===== config.mk =====
export PLATFORM = sky130hd
export DESIGN_NAME = stage_sequencer
export DESIGN_NICKNAME = d
export VERILOG_FILES = /design/src/rtl/stage_sequencer.sv
export SDC_FILE = /design/constraint.sdc
export NUM_CORES = 1
export LEC_CHECK = 0
export CAP_MARGIN = 0
export CORE_MARGIN = 2
export CORE_UTILIZATION = 35
export DETAILED_ROUTE_END_ITERATION = 6
export GPL_TIMING_DRIVEN = 1
export REMOVE_ABC_BUFFERS = 1
export SLEW_MARGIN = 30
export SYNTH_ARGS = -nofsm -noshare
export SYNTH_HDL_FRONTEND = slang
export SYNTH_SLANG_ARGS = --single-unit
export TNS_END_PERCENT = 20

===== constraint.sdc =====
create_clock -name clk -period 3.2 [get_ports clk]
set_clock_uncertainty 0.2 [all_clocks]
set_input_delay 0.64 -clock clk [delete_from_list [all_inputs] [get_ports clk]]
set_output_delay 0.64 -clock clk [all_outputs]
set_load 0.1 [all_outputs]

===== src/rtl/stage_sequencer.sv =====
// Multi-cycle instruction sequencer: fetch/decode/execute/writeback stage counter,
// imem handshake, multi-cycle unit start/wait with timeout, retired counter.
module stage_sequencer #(
    parameter int TIMEOUT_CYCLES = 64,
    parameter int COUNT_WIDTH    = 32
) (
    input  logic                   clk,
    input  logic                   reset_n,
    input  logic                   run,
    output logic                   imem_req,
    input  logic                   imem_ack,
    output logic                   ir_load,
    input  logic                   multi_cycle,
    output logic                   exec_start,
    input  logic                   exec_done,
    output logic [1:0]             stage,
    output logic                   pc_write_enable,
    output logic                   busy,
    output logic                   timeout_error,
    output logic [COUNT_WIDTH-1:0] retired_count
);

    typedef enum logic [2:0] {
        S_FETCH,
        S_DECODE,
        S_EXECUTE,
        S_WRITEBACK,
        S_HALT
    } state_t;

    localparam int TW = $clog2(TIMEOUT_CYCLES + 1);
    localparam logic [TW-1:0] TMAX = TW'(TIMEOUT_CYCLES - 1);

    state_t        state;
    logic [TW-1:0] timer;
    logic          mc_q;

    assign imem_req = (state == S_FETCH) && run;
    assign ir_load  = imem_req && imem_ack;
    assign busy     = imem_req
                   || (state == S_DECODE)
                   || (state == S_EXECUTE)
                   || (state == S_WRITEBACK);

    always_ff @(posedge clk or negedge reset_n) begin
        if (!reset_n) begin
            state           <= S_FETCH;
            stage           <= 2'd0;
            exec_start      <= 1'b0;
            pc_write_enable <= 1'b0;
            timer           <= '0;
            mc_q            <= 1'b0;
            timeout_error   <= 1'b0;
            retired_count   <= '0;
        end else begin
            exec_start      <= 1'b0;
            pc_write_enable <= 1'b0;
            unique case (state)
                S_FETCH: begin
                    if (run && imem_ack) begin
                        state <= S_DECODE;
                        stage <= 2'd1;
                    end
                end
                S_DECODE: begin
                    mc_q       <= multi_cycle;
                    exec_start <= multi_cycle;
                    timer      <= '0;
                    state      <= S_EXECUTE;
                    stage      <= 2'd2;
                end
                S_EXECUTE: begin
                    // exec_start is high only in the first EXECUTE cycle,
                    // so it doubles as the "ignore exec_done" marker
                    if (!mc_q || (!exec_start && exec_done)) begin
                        state           <= S_WRITEBACK;
                        stage           <= 2'd3;
                        pc_write_enable <= 1'b1;
                    end else if (!exec_start) begin
                        if (timer == TMAX) begin
                            state         <= S_HALT;
                            stage         <= 2'd0;
                            timeout_error <= 1'b1;
                        end else begin
                            timer <= timer + TW'(1);
                        end
                    end
                end
                S_WRITEBACK: begin
                    retired_count <= retired_count + COUNT_WIDTH'(1);
                    timer         <= '0;
                    state         <= S_FETCH;
                    stage         <= 2'd0;
                end
                S_HALT: begin
                    state <= S_HALT;
                    stage <= 2'd0;
                end
                default: begin
                    state <= S_HALT;
                    stage <= 2'd0;
                end
            endcase
        end
    end

endmodule

==> impl_metrics.env <==
export IMPL_root_buffer="clkbuf_8"
export IMPL_slew_headroom_pct=62.41
export IMPL_clock_path_buffers=2
export IMPL_rrSetupSlack_ps=970
export IMPL_peakVddDrop_v=0.0003469
export IMPL_clkTransAtPathRegs_ps=80
export IMPL_yosys_warnings=0
export IMPL_syn_inst=224
export IMPL_grt_max_degree=33
export IMPL_ys_types=47
export IMPL_dp_cells=346
export IMPL_comb_power_share_pct=42.0
export IMPL_cp_required_ps=2360
export IMPL_h_tree_depth=2
export IMPL_drcViolationCount=0
export IMPL_clock_fmax_ghz=0.4080
export IMPL_fin_tns_setup_ps=0
export IMPL_fin_cells=354
export IMPL_p_sw_w=0.0009355
export IMPL_seq_power_share_pct=39.5
export IMPL_setup_viol=0
export IMPL_yosysSeqAreaShare_pct=50.26
export IMPL_cts_hold_buffers=0
export IMPL_maxSlewViolCount=0
export IMPL_hold_viol=0
export IMPL_worstPathArrival_ps=1610
export IMPL_diodes=0
export IMPL_grt_pass1_vias=1771
export IMPL_port_buffers=45
export IMPL_hold_ws_ps=62.27
export IMPL_die_w_um=86.63
export IMPL_clkPwrFrac_pct=18.5
export IMPL_internal_power_w=0.001089
export IMPL_wl_per_cell_um=14.31
export IMPL_netlist_area_um2=2390
export IMPL_synth_edff_count=0
export IMPL_worstSkewPairLatency_ps=300
export IMPL_syn_avg_cell_area_um2=10.67
export IMPL_dpl_hpwl_um=3733
export IMPL_die_area_um2=7505
export IMPL_rows=30
export IMPL_wirelength_um=5067
export IMPL_crit_path_max_fanout=4
export IMPL_synth_main_ff_cell="dfrtp_1"
export IMPL_initial_core_util_pct=35.77
export IMPL_status="finished clean"
export IMPL_leakage_nw=1.413
export IMPL_end_kind="output pin"
export IMPL_synthToLayoutAreaGrowth_pct=23.46
export IMPL_dieHeight_um=86.63
export IMPL_dr_pass1_iters=4
export IMPL_tightest_slew_ps=557.9
export IMPL_rsz0062_at_grt="false"
export IMPL_numCtsBuffers=5
export IMPL_grt_pass1_wl_um=8618
export IMPL_grt_ovfl_total=0
export IMPL_ios=46
export IMPL_globalplace_congestion=0.7629
export IMPL_dpl_cell_area_um2=2860
export IMPL_core_um2=6681
export IMPL_cap_viol_max_count=0
export IMPL_start_kind="input pin"
export IMPL_hp_class="input pin to async pin"
export IMPL_power_density_nw_per_um2=686.3
export IMPL_antenna_found_initial=0
export IMPL_worst_setup_path_type="input pin to output pin"
export IMPL_synthArstFlopShare_pct=100.0
export IMPL_grt_use_total_pct=14.38
export IMPL_cts_tree="built"
export IMPL_cts_resized=0
export IMPL_final_net_count=281
export IMPL_fin_crit_ps=2451
export IMPL_vias=1842
export IMPL_fin_area_um2=2950
export IMPL_drt_initial_drc_count=53
export IMPL_ys_ff_latch=48
export IMPL_cts_setup_buffers=0
export IMPL_drtAntennaViolNets=0
export IMPL_viasPerCell=5.203
export IMPL_p_sw_share_pct=46.20
export IMPL_drive_gt1_share_pct=24.09
export IMPL_cts_num_sinks=48
export IMPL_final_util_pct=44.16
export IMPL_timing_final_crit_share_pct=76.59
## logic make-up (layout without fill, tap and decap cells)
family	after synthesis	after routing	synth area share, %
multiplexers	3	3	1.309
XOR/XNOR	31	31	11.36
flip-flops	48	48	50.26
adder cells (fa/ha/maj)	2	2	1.047
buffers and inverters	11	61	2.251
AO/OA/AOI/OAI	23	23	6.859
AND/OR/NAND/NOR	106	106	26.91
## layout by cell type (no fill, tap or decap), types with 3 or more instances in the layout
master and n:
o21a_1 3, nand3_1 10, or4_4 3, nand2b_1 5, nand2_1 23, o21ai_0 4, buf_12 3, a21o_1 4
clkbuf_8 6, xnor2_1 15, clkdlybuf4s50_1 4, nor3_1 11, and3_1 5, buf_4 40, nor2_1 11, dfrtp_1 48
nand4b_1 3, xor2_1 16, inv_1 5, nand4_1 10, and2_1 5
## path summary, 6_finish.rpt
check / from / end / cells past startpoint
max: run / busy / 4
min: reset_n / retired_count[29]$_DFFE_PN0P_ / 1
max reg2reg: state[0]$_DFFE_PN0P_ / retired_count[29]$_DFFE_PN0P_ / 4
min reg2reg: retired_count[31]$_DFFE_PN0P_ / retired_count[31]$_DFFE_PN0P_ / 1
max in group asynchronous: reset_n / retired_count[6]$_DFFE_PN0P_ / 2
min in group clk: retired_count[31]$_DFFE_PN0P_ / retired_count[31]$_DFFE_PN0P_ / 1
## worst max-delay path, cell delays in order
cell and delay [ps]:
clkdlybuf4s50_1 510, nor3_1 70, nor2_1 190, buf_12 200
## synth_stat cells (all sizes together) (2+ instances only)
library cell   n  area share, %
dfrtp         48             50
nand2         23            3.6
xor2          16            5.9
xnor2         15            5.5
nor3          13            3.1
nand3         12            2.9
nor2          11            1.7
nand4         10            2.6
and2           5            1.3
and3           5            1.3
inv            5           0.79
nand2b         5            1.3
nor4           5            2.5
a21o           4            1.3
buf            4            1.2
o21ai          4           0.84
nand4b         3            1.1
o21a           3           0.94
or4            3            1.4
a2111oi        2           0.73
a21oi          2           0.42
and4bb         2            1.0
clkbuf         2           0.31
ha             2            1.0
mux2i          2           0.84
nor3b          2           0.84
o211ai         2           0.63
or2            2           0.52
or3            2           0.52
## layout make-up
cell class	count	area [um^2]
Inverter	5	18.77
Tap cell	80	100.1
Sequential cell	48	1201
Fill cell	655	3731
Clock buffer	8	90.09
Timing Repair Buffer	48	405.4
Multi-Input combinational cell	165	1135
## per-stage QoR
stage | worst slack [ps] | total power [W]
after floorplan | 104.1 | 0.001439
final | 749.0 | 0.002025
after global routing | 638.5 | 0.002130
after global placement | 773.9 | 0.001663
after detailed placement | 742.3 | 0.001668
after CTS | 737.1 | 0.002050
## power by group through the flow
| stage | combinational (W) | clock (W) | sequential [W] |
|---|---|---|---|
| global placement | 0.000851 | 0 | 0.000811 |
| detailed placement | 0.000856 | 0 | 0.000812 |
| global route | 0.000899 | 0.000417 | 0.000815 |
| CTS | 0.000857 | 0.000393 | 0.000799 |
| floorplan | 0.000290 | 0 | 0.00115 |
| finish | 0.000851 | 0.000375 | 0.000799 |
## flip-flops by register name (all words and copies together), names as in the netlist
signal	flops
timeout_error	1
pc_write_enable	1
exec_start	1
stage	2
mc_q	1
retired_count	32
timer	7
state	3
## layer usage
metal	part of all wire (%)	routed length (um)	global-route usage, %
met4	1.0	51	3.551
met5	0	0	0
met1	46	2311	18.55
met3	4.2	212	3.905
met2	49	2491	23.99
Power figures use the tool's default switching activity.
